--- config.mk ---
export PLATFORM = sky130hd
export DESIGN_NAME = plru_hit_tracker32_flat
export DESIGN_NICKNAME = d
export VERILOG_FILES = /design/src/rtl/plru_hit_tracker32_pkg.sv /design/src/rtl/plru_hit_tracker32_if.sv /design/src/rtl/plru_tree.sv /design/src/rtl/plru_hit_tracker32.sv /design/src/flat_wrapper.sv
export SDC_FILE = /design/constraint.sdc
export NUM_CORES = 1
export LEC_CHECK = 0
export BUFFER_PORTS_ARGS = -buffer_cell sky130_fd_sc_hd__buf_2
export CAP_MARGIN = 0
export CORE_ASPECT_RATIO = 0.75
export CORE_MARGIN = 3
export CORE_UTILIZATION = 55
export DETAILED_ROUTE_END_ITERATION = 8
export PLACE_DENSITY = 0.73
export SLEW_MARGIN = 20
export SYNTH_ARGS = -nofsm -noshare
export SYNTH_HDL_FRONTEND = slang
export SYNTH_SLANG_ARGS = --single-unit
--- constraint.sdc ---
create_clock -name clk -period 8.1 [get_ports clk]
set_input_delay 0.81 -clock clk [delete_from_list [all_inputs] [get_ports clk]]
set_output_delay 0.81 -clock clk [all_outputs]
set_load 0.005 [all_outputs]
--- src/rtl/plru_hit_tracker32_pkg.sv ---
`default_nettype none
// ============================================================================
//  Module      : plru_pkg
//  Description : Shared types, constants and helper functions for the
//                32-way pseudo-LRU hit tracker.
//                - plru_state_t : handshake/update FSM states
//                - onehot_to_idx: one-hot vector to binary index
//                - is_onehot    : true when exactly one bit is set
//                The helpers work on WAYS_DEFAULT-bit vectors. Narrower
//                vectors are zero-extended by the caller.
//  Revision    : 1.0 - initial release
// ============================================================================
package plru_pkg;

    localparam int WAYS_DEFAULT = 32;
    localparam int TREE_BITS    = WAYS_DEFAULT - 1;
    localparam int IDX_DEFAULT  = $clog2(WAYS_DEFAULT);

    typedef enum logic [2:0] {
        ST_IDLE   = 3'd0,
        ST_SETTLE = 3'd1,
        ST_CHECK  = 3'd2,
        ST_UPDATE = 3'd3,
        ST_ACK    = 3'd4
    } plru_state_t;

    // OR-of-indices encoder. Exact only for one-hot input, which the FSM
    // guarantees before the result is used.
    function automatic logic [IDX_DEFAULT-1:0] onehot_to_idx(
        input logic [WAYS_DEFAULT-1:0] vec
    );
        logic [IDX_DEFAULT-1:0] idx;
        idx = '0;
        for (int i = 0; i < WAYS_DEFAULT; i++) begin
            if (vec[i]) begin
                idx = idx | IDX_DEFAULT'(i);
            end
        end
        return idx;
    endfunction

    function automatic logic is_onehot(input logic [WAYS_DEFAULT-1:0] vec);
        return (vec != '0) && ((vec & (vec - 1'b1)) == '0);
    endfunction

endpackage
`default_nettype wire

--- src/rtl/plru_hit_tracker32_if.sv ---
`default_nettype none
// ============================================================================
//  Module      : plru_hit_tracker32_if
//  Description : Request/acknowledge and status bundle of the PLRU hit
//                tracker.
//                i_req     : one-hot request level from the mutex merge
//                o_free    : 4-phase acknowledge back to the merge
//                o_upd     : one-cycle PLRU update pulse
//                o_hit_idx : way of the last accepted request
//                o_victim  : current PLRU victim way
//                o_err     : sticky non-one-hot request flag
//                o_hit_cnt : saturating count of updates
//                Modport slave is the tracker, master is the merge side.
//  Revision    : 1.0 - initial release
// ============================================================================
interface plru_hit_tracker32_if #(
    parameter int WAYS  = 32,
    parameter int IDX_W = $clog2(WAYS),
    parameter int CNT_W = 16
);
    logic [WAYS-1:0]  i_req;
    logic             o_free;
    logic             o_upd;
    logic [IDX_W-1:0] o_hit_idx;
    logic [IDX_W-1:0] o_victim;
    logic             o_err;
    logic [CNT_W-1:0] o_hit_cnt;

    modport slave (
        input  i_req,
        output o_free, o_upd, o_hit_idx, o_victim, o_err, o_hit_cnt
    );

    modport master (
        output i_req,
        input  o_free, o_upd, o_hit_idx, o_victim, o_err, o_hit_cnt
    );
endinterface
`default_nettype wire

--- src/rtl/plru_tree.sv ---
`default_nettype none
// ============================================================================
//  Module      : plru_tree
//  Description : Tree pseudo-LRU state for one set. Node n has children
//                2n+1 / 2n+2; a 0 bit points the victim to the lower half.
//                Ports:
//                clk, rst     : clock, synchronous active-high reset
//                i_upd_en     : apply an access to way i_upd_idx this edge
//                i_upd_idx    : accessed way
//                o_victim     : registered victim, walked from the tree
//  Revision    : 1.0 - initial release
// ============================================================================
module plru_tree #(
    parameter int WAYS  = 32,
    parameter int IDX_W = $clog2(WAYS)
) (
    input  wire logic             clk,
    input  wire logic             rst,
    input  wire logic             i_upd_en,
    input  wire logic [IDX_W-1:0] i_upd_idx,
    output logic      [IDX_W-1:0] o_victim
);

    logic [WAYS-2:0]  r_tree;
    logic [WAYS-2:0]  w_tree_next;
    logic [IDX_W-1:0] r_victim;

    function automatic logic [IDX_W-1:0] walk(input logic [WAYS-2:0] tree);
        logic [IDX_W-1:0] v;
        int               node;
        v    = '0;
        node = 0;
        for (int l = 0; l < IDX_W; l++) begin
            v[IDX_W-1-l] = tree[node];
            node         = 2 * node + 1 + int'(tree[node]);
        end
        return v;
    endfunction

    // At depth l the node on the path is (2^l - 1) + (top l bits of idx);
    // it is pointed away from the half that the access fell into.
    always_comb begin
        int node;
        w_tree_next = r_tree;
        node        = 0;
        if (i_upd_en) begin
            for (int l = 0; l < IDX_W; l++) begin
                node = (1 << l) - 1 + int'(i_upd_idx >> (IDX_W - l));
                w_tree_next[node] = ~i_upd_idx[IDX_W-1-l];
            end
        end
    end

    always_ff @(posedge clk) begin
        if (rst) begin
            r_tree   <= '0;
            r_victim <= '0;
        end else begin
            r_tree   <= w_tree_next;
            r_victim <= walk(r_tree);
        end
    end

    assign o_victim = r_victim;

endmodule
`default_nettype wire

--- src/rtl/plru_hit_tracker32.sv ---
`default_nettype none
// ============================================================================
//  Module      : plru_hit_tracker32
//  Description : Clocked consumer of the 32-input asynchronous mutex merge.
//                Synchronises the held one-hot request, waits for it to
//                settle, updates the tree PLRU and returns a 4-phase
//                acknowledge.
//                Ports:
//                clk, rst : clock, synchronous active-high reset
//                bus      : plru_hit_tracker32_if.slave (request, ack, status)
//  Revision    : 1.0 - initial release
// ============================================================================
module plru_hit_tracker32
    import plru_pkg::*;
#(
    parameter int WAYS        = 32,
    parameter int IDX_W       = $clog2(WAYS),
    parameter int SYNC_STAGES = 2,
    parameter int CNT_W       = 16
) (
    input  wire logic             clk,
    input  wire logic             rst,
    plru_hit_tracker32_if.slave   bus
);

    logic [WAYS-1:0]  r_sync [SYNC_STAGES];
    logic [WAYS-1:0]  w_req_s;
    plru_state_t      r_state;
    plru_state_t      w_state_next;
    logic [WAYS-1:0]  r_cap;
    logic [WAYS-1:0]  w_cap_next;
    logic             w_set_err;
    logic             w_do_upd;
    logic [IDX_W-1:0] w_enc;
    logic             r_free;
    logic             r_upd;
    logic [IDX_W-1:0] r_hit_idx;
    logic             r_err;
    logic [CNT_W-1:0] r_hit_cnt;
    logic [IDX_W-1:0] w_victim;

    // Plain flop chain per bit; the raw input feeds the first flop directly.
    always_ff @(posedge clk) begin
        if (rst) begin
            for (int i = 0; i < SYNC_STAGES; i++) begin
                r_sync[i] <= '0;
            end
        end else begin
            r_sync[0] <= bus.i_req;
            for (int i = 1; i < SYNC_STAGES; i++) begin
                r_sync[i] <= r_sync[i-1];
            end
        end
    end

    assign w_req_s = r_sync[SYNC_STAGES-1];
    assign w_enc   = IDX_W'(onehot_to_idx(WAYS_DEFAULT'(r_cap)));

    always_ff @(posedge clk) begin
        if (rst) begin
            r_state <= ST_IDLE;
            r_cap   <= '0;
        end else begin
            r_state <= w_state_next;
            r_cap   <= w_cap_next;
        end
    end

    // The request must read identically on two consecutive cycles before it
    // is trusted, since the merge output can glitch while it transitions.
    always_comb begin
        w_state_next = r_state;
        w_cap_next   = r_cap;
        w_set_err    = 1'b0;
        w_do_upd     = 1'b0;
        case (r_state)
            ST_IDLE: begin
                if (w_req_s != '0) begin
                    w_cap_next   = w_req_s;
                    w_state_next = ST_SETTLE;
                end
            end
            ST_SETTLE: begin
                if (w_req_s == r_cap) begin
                    w_state_next = ST_CHECK;
                end else begin
                    w_cap_next   = w_req_s;
                    w_state_next = (w_req_s == '0) ? ST_IDLE : ST_SETTLE;
                end
            end
            ST_CHECK: begin
                if (is_onehot(WAYS_DEFAULT'(r_cap))) begin
                    w_state_next = ST_UPDATE;
                end else begin
                    w_set_err    = 1'b1;
                    w_state_next = ST_ACK;
                end
            end
            ST_UPDATE: begin
                w_do_upd     = 1'b1;
                w_state_next = ST_ACK;
            end
            ST_ACK: begin
                // A different nonzero value here is a protocol violation
                // and is deliberately ignored.
                if (w_req_s == '0) begin
                    w_state_next = ST_IDLE;
                end
            end
            default: begin
                w_state_next = ST_IDLE;
            end
        endcase
    end

    always_ff @(posedge clk) begin
        if (rst) begin
            r_free    <= 1'b0;
            r_upd     <= 1'b0;
            r_hit_idx <= '0;
            r_err     <= 1'b0;
            r_hit_cnt <= '0;
        end else begin
            r_free <= (w_state_next == ST_ACK);
            r_upd  <= w_do_upd;
            if (w_do_upd) begin
                r_hit_idx <= w_enc;
                if (r_hit_cnt != '1) begin
                    r_hit_cnt <= r_hit_cnt + 1'b1;
                end
            end
            if (w_set_err) begin
                r_err <= 1'b1;
            end
        end
    end

    plru_tree #(
        .WAYS  (WAYS),
        .IDX_W (IDX_W)
    ) u_tree (
        .clk       (clk),
        .rst       (rst),
        .i_upd_en  (w_do_upd),
        .i_upd_idx (w_enc),
        .o_victim  (w_victim)
    );

    assign bus.o_free    = r_free;
    assign bus.o_upd     = r_upd;
    assign bus.o_hit_idx = r_hit_idx;
    assign bus.o_victim  = w_victim;
    assign bus.o_err     = r_err;
    assign bus.o_hit_cnt = r_hit_cnt;

endmodule
`default_nettype wire

--- src/flat_wrapper.sv ---
// flat-port wrapper written by rule: the top's interface ports become plain ports
module plru_hit_tracker32_flat import plru_pkg::*;
#(
    parameter int WAYS        = 32,
    parameter int IDX_W       = $clog2(WAYS),
    parameter int SYNC_STAGES = 2,
    parameter int CNT_W       = 16
)
  (clk, rst, bus_i_req, bus_o_free, bus_o_upd, bus_o_hit_idx, bus_o_victim, bus_o_err, bus_o_hit_cnt);
  plru_hit_tracker32_if #(.WAYS(WAYS), .IDX_W(IDX_W), .CNT_W(CNT_W)) bus_i ();
  input  wire logic clk;
  input  wire logic rst;
  input wire logic [$bits(bus_i.i_req)-1:0] bus_i_req;
  output wire logic [$bits(bus_i.o_free)-1:0] bus_o_free;
  output wire logic [$bits(bus_i.o_upd)-1:0] bus_o_upd;
  output wire logic [$bits(bus_i.o_hit_idx)-1:0] bus_o_hit_idx;
  output wire logic [$bits(bus_i.o_victim)-1:0] bus_o_victim;
  output wire logic [$bits(bus_i.o_err)-1:0] bus_o_err;
  output wire logic [$bits(bus_i.o_hit_cnt)-1:0] bus_o_hit_cnt;
  assign bus_i.i_req = bus_i_req;
  assign bus_o_free = bus_i.o_free;
  assign bus_o_upd = bus_i.o_upd;
  assign bus_o_hit_idx = bus_i.o_hit_idx;
  assign bus_o_victim = bus_i.o_victim;
  assign bus_o_err = bus_i.o_err;
  assign bus_o_hit_cnt = bus_i.o_hit_cnt;
  plru_hit_tracker32 #(.WAYS(WAYS), .IDX_W(IDX_W), .SYNC_STAGES(SYNC_STAGES), .CNT_W(CNT_W)) u_core (.clk(clk), .rst(rst), .bus(bus_i));
endmodule
==> out/qor.yml, run 1 <==
pwr_density_cell_nw_per_um2: 216
synth_edf_count: 0
numCtsBuffers: 17
yosysTopAreaCell: "dfxtp_1"
synth_flop_cell: "dfxtp_1"
grt_pass1_vias: 5520
ir_drop_mv: 0.164
fmax_mhz: 197
io_pins: 63
start_kind: "flip-flop"
ant_nets: 0
min_path_type: "reg -> reg"
die_area_sq_um: 14300
netlist_area_sq_um: 7090
clockBufferDepth: 2
arrival_ps: 5360
syn_nets: 826
worstMarginPinSlew_ps: 1100
synth-seq-cells: 159
place_hpwl_um: 12700
cts.sinks: 159
cts_tree: "built"
grt_max_degree: 98
avgViaCountPerCell: 5.71
postSynthAreaPerCell_sq_um: 9.00
port_buffers: 62
firstDrtPassIters: 8
h-tree-depth: 4
ys_seq_area_share_pct: 44.9
synth_area_leaders: "dfxtp_1, mux2i_1, nor2b_1"
totalWireLength_um: 17500
slew_violations: 0
core_sq_um: 12400
hold_violations: 0
rsz0062_at_grt: "no"
die_y_um: 104
fill_cells: 1049
cts.clk_slew.worst_paths_ps: 70
drtIter0Drc: 593
drv_cap: 0
cts.repair.resized: 0
yosysWarningCount: 0
path_class: "reg -> reg"
synth_commonest_cells: "dfxtp_1, nor2_1, nor2b_1"
final_nets: 873
vias: 5788
insertion_delay_ps: 420
placed_cells: 982
grt_pass1_wl_um: 28800
die_x_um: 137
netlist_instances: 788
antenna-diode-count: 0
finalPower_mw: 1.75
drc: 0
grt_usage_pct: 25.4
area_growth_pct: 14.1
leakagePower_nw: 3.39
antenna_found_initial: 0
final.setup.tns_ps: 0
synth_cell_types: 62
start_util_pct: 57.0
overflow: 0
cts_setup_buffers: 0
place_congestion: 0.890
min_period_ps: 5070
skew_ps: 9.08
clockRootBuffer: "clkbuf_16"
ctsHoldBuffers: 0
synth_top_area_share_pct: 44.9
async_flop_share_pct: 0
critPathRequiredTime_ps: 8380
post-route-period-util_pct: 62.6
endpoint_kind: "flip-flop"
post_drt_wl_per_cell_um: 17.3
rows: 35
finalSetupViolCount: 0
drive_gt1_share_pct: 15.1
yosysMostFrequentCell: "dfxtp_1"
status: "finished clean"
cp_max_fo: 17
layoutNonFillerInstCount: 1014
maxSlewHeadroom_pct: 25.9
worst max-delay path: stages (launching register included):
cell and delay [ps]:
dfxtp_1 680, nor3_1 230, a211oi_4 490, ha_1 520, inv_1 150, o41a_1 490
o311a_2 180, mux2i_4 450, inv_1 90, ha_1 640, nand4_1 240, nor2_1 160
mux2i_1 80, o311ai_0 120, o22ai_1 160, mux2i_1 160, o31ai_1 90
cell usage in the layout (no fill, tap or decap), types with 3 or more instances in the layout:
master	count
a211oi_1	6
a21oi_1	36
a22oi_1	3
a31oi_1	3
buf_2	61
buf_4	7
clkbuf_16	17
clkinv_8	3
clkinvlp_4	3
dfxtp_1	159
ha_1	4
inv_1	14
inv_8	5
mux2_2	7
mux2i_1	56
nand2_1	51
nand2b_1	4
nand3_1	21
nand4_1	19
nor2_1	105
nor2b_1	70
nor3_1	25
nor4_1	16
o21ai_0	33
o22ai_1	4
or2_2	6
or3_1	8
or4_1	7
xnor2_1	37
xor2_1	12
worst paths after layout:
| kind | from | end | slack, ps | cells after the start |
|---|---|---|---|---|
| worst max-delay path | u_core.u_tree.r_tree[0] | u_core.u_tree.o_victim[0] | 3030 | 16 |
| worst min-delay path | u_core.r_sync[0][8] | u_core.r_sync[0][40] | 430 | 1 |
| worst max register to register | u_core.u_tree.r_tree[0] | u_core.u_tree.o_victim[0] | 3030 | 16 |
| worst min register to register | u_core.r_sync[0][8] | u_core.r_sync[0][40] | 430 | 1 |
layout make-up:
class | instances | area [sq um] | area share (%)
clock buffer | 17 | 425 | 5.26
clock inverter | 15 | 170 | 2.10
inverter | 14 | 52.6 | 0.650
multi-input combinational | 575 | 3690 | 45.6
sequential | 159 | 3180 | 39.4
tap | 166 | 208 | 2.57
timing repair buffer | 68 | 358 | 4.43
registers in the layout, summed over array words and instances (netlist names):
signal,flops
u_core.r_sync,64
u_core.r_cap,32
u_core.u_tree.r_tree,31
u_core.bus.o_hit_cnt,16
u_core.bus.o_hit_idx,5
u_core.u_tree.o_victim,5
u_core.r_state,3
u_core.bus.o_err,1
u_core.bus.o_free,1
u_core.bus.o_upd,1
cell families after synthesis:
family | after synthesis | synth area share, %
buf+inv | 54 | 3.32
xor+xnor | 50 | 6.28
mux | 68 | 10.5
compound gates | 108 | 9.67
flops | 159 | 44.9
simple gates | 344 | 24.4
fa+ha+maj | 5 | 0.847
stage by stage:
| step | area, sq um | setup WS [ps] | hold WS [ps] | utilization (%) |
|---|---|---|---|---|
| final | 8090 | 3030 | 433 | 65.0 |
| after global routing | 8090 | 2600 | 447 | 65.0 |
| after CTS | 8080 | 3110 | 433 | 65.0 |
| after global placement | 7480 | 3230 | 419 | 60.2 |
| after detailed placement | 7480 | 3130 | 420 | 60.2 |
| after floorplan | 7090 | 4130 | 414 | - |
routing by layer:
layer  global-route usage, %  up-vias  share of wire [%]
met3                    6.00       22                7.5
met1                    38.8     2740                 50
li1                        -     2838                  -
met4                    6.41        0                1.1
met2                    35.8      188                 42
met5                       0        -                  0
report_power, final:
group | internal [mW] | switching, mW | total (mW)
logic | 0.0546 | 0.0818 | 0.136
clock network | 0.416 | 0.370 | 0.785
registers | 0.802 | 0.0212 | 0.824
total | 1.27 | 0.473 | 1.75
Power figures use the tool's default switching activity.
==> run 2: changes to the inputs <==
clock period = 4.9 ns   (was 8.1 ns; I/O delays follow)
==> run 2 against run 1 <==
Global-route usage rose by 0.30 points; combinational power rose by 68%; wire length rose by 2.3%; cell count rose by 0.20%; critical path depth did not move; clock-buffer cell count did not move; fmax rose by 14%; total power rose by 66%; die area did not move; first-iteration DRC count rose by 17%; sequential cell count did not move.
==> out/qor.yml, run 2 (synthesized netlist as in run 1, its figures left out) <==
leakagePower_nw: 3.39  # about the same
firstDrtPassIters: 5  # -3
final.setup.tns_ps: 0  # unchanged
vias: 5946  # +2.7%
area_growth_pct: 14.2  # about the same
die_x_um: 137  # unchanged
layoutNonFillerInstCount: 1016  # +0.20%
cts_tree: "built"
r2r_cells: 16  # unchanged
fill_cells: 1033  # -1.5%
rows: 35  # unchanged
numCtsBuffers: 17  # unchanged
final_nets: 875  # +0.23%
drv_cap: 0  # unchanged
top_regs: "u_core.r_sync (64), u_core.r_cap (32), u_core.u_tree.r_tree (31)"
crit_start: "u_core.u_tree.r_tree[2]"
slowest_stage: "ha_1"
drive_gt1_share_pct: 15.3  # +0.20 points
min_path_type: "in -> reg"
cp_cell_sequence: "mux2i_2 > a211oi_4 > ha_1 > inv_1 > o41a_1 > o311a_2 > mux2i_4 > inv_1 > ha_1 > nand4_1 > nor2_1 > mux2i_1 > o311ai_0 > o22ai_1 > mux2i_1 > o31ai_1"
endpoint_kind: "flip-flop"
maxSlewHeadroom_pct: 25.6  # -0.24 points
whs_path_depth: 2  # +1
hold_violations: 0  # unchanged
avgViaCountPerCell: 5.85  # +2.5%
slew_violations: 0  # unchanged
status: "finished clean"
skew_ps: 14.3  # +5.22 ps
ir_drop_mv: 0.276  # +68%
top_register: "u_core.r_sync"
antenna-diode-count: 0  # unchanged
min_from: "bus_i_req[18]"
fmax_mhz: 224  # +14%
port_buffers: 62  # unchanged
start_util_pct: 57.0  # unchanged
ctsHoldBuffers: 0  # unchanged
die_area_sq_um: 14300  # unchanged
rsz0062_at_grt: "no"
totalWireLength_um: 17900  # +2.3%
cts_setup_buffers: 0  # unchanged
pwr_density_cell_nw_per_um2: 359  # +66%
cts.sinks: 159  # unchanged
ant_nets: 0  # unchanged
critical-path-max-stage-delay_ps: 640  # -40 ps
clockBufferDepth: 2  # unchanged
final_cell_mix: "dfxtp_1, nor2_1, nor2b_1, buf_2, mux2i_1"
place_hpwl_um: 12800  # +0.51%
start_kind: "flip-flop"
io_pins: 63  # unchanged
core_sq_um: 12400  # unchanged
insertion_delay_ps: 420  # about the same
drc: 0  # unchanged
arrival_ps: 4740  # -620 ps
finalSetupViolCount: 0  # unchanged
drtIter0Drc: 691  # +17%
cts.repair.resized: 0  # unchanged
cp_max_fo: 17  # unchanged
grt_pass1_wl_um: 29100  # +1.1%
place_congestion: 0.920  # +3.3%
largest_reg_flops: 64  # unchanged
finalPower_mw: 2.90  # +66%
path_class: "reg -> reg"
antenna_found_initial: 0  # unchanged
overflow: 0  # unchanged
grt_usage_pct: 25.7  # +0.30 points
r2r_start: "u_core.u_tree.r_tree[2]"
grt_pass1_vias: 5603  # +1.5%
cts.clk_slew.worst_paths_ps: 70  # about the same
placed_cells: 984  # +0.20%
finalCoreUtilization_pct: 65.1  # about the same
clockRootBuffer: "clkbuf_16"
critPathRequiredTime_ps: 5180  # -3200 ps
die_y_um: 104  # unchanged
grt_max_degree: 100  # +2.0%
h-tree-depth: 4  # unchanged
timing.hold.ws_ps: 270  # -163 ps
worstMarginPinSlew_ps: 1100  # -3.41 ps
mostFrequentLayoutCell: "dfxtp_1"
post-route-period-util_pct: 91.0  # +28 points
post_drt_wl_per_cell_um: 17.6  # +2.1%
min_period_ps: 4460  # -615 ps
-- run 2: cell types whose count changed in the layout (fill, tap and decap cells not counted) --
cell	change
clkinv_4	-2
inv_12	-1
inv_6	+3
clkinvlp_4	+2
nor4b_2	-1
buf_4	+2
clkinv_8	-2
inv_8	-1
nor3_2	+1
nor4b_1	+1
nor3_1	-1
bufinv_16	+1
-- run 2: layer usage --
layer / share of wire, % / routed length (um) / up-vias / track usage [%]
met5: 0 / 0 / - / 0
met4: 0.93 / 166 / 0 / 6.77
met3: 8.1 / 1440 / 22 / 5.13
met2: 42 / 7520 / 266 / 35.8
met1: 49 / 8780 / 2818 / 40.1
li1: - / - / 2840 / -
-- run 2: path summary, 6_finish.rpt --
kind	endpoint	slack, ps
max	u_core.u_tree.o_victim[0]	440
min	u_core.r_sync[0][18]	270
max reg2reg	u_core.u_tree.o_victim[0]	440
min reg2reg	u_core.r_sync[0][55]	440
-- run 2: per-stage QoR --
stage               setup WS [ps]  instance area [sq um]
CTS                           498                   8090
global route                 31.4                   8090
floorplan                     930                   7090
detailed placement            490                   7500
finish                        441                   8090
global placement              659                   7500
-- run 2: report_power, final --
part / total (mW) / leakage, nW / internal, mW / switching (mW)
registers: 1.36 / 1.30 / 1.33 / 0.0356
logic: 0.229 / 1.82 / 0.0902 / 0.139
clock network: 1.31 / 0.274 / 0.723 / 0.590
-- run 2: layout make-up --
cell class / count / area (sq um) / area share [%]
multi-input cells: 575 / 3690 / 45.6
clock inverters: 15 / 164 / 2.03
repair buffers: 70 / 373 / 4.61
inverters: 14 / 52.6 / 0.649
clock buffers: 17 / 425 / 5.26
flip-flops and latches: 159 / 3180 / 39.3
well taps: 166 / 208 / 2.57
-- run 2: worst max-delay path, delay by kind of cell (launching register included) --
kind / cells / cell delay (ps)
buffers and inverters: 2 / 220
multiplexers: 4 / 810
AO/OA/AOI/OAI: 6 / 1190
adder cells (fa/ha/maj): 2 / 1260
AND/OR/NAND/NOR: 2 / 360
flip-flops: 1 / 490
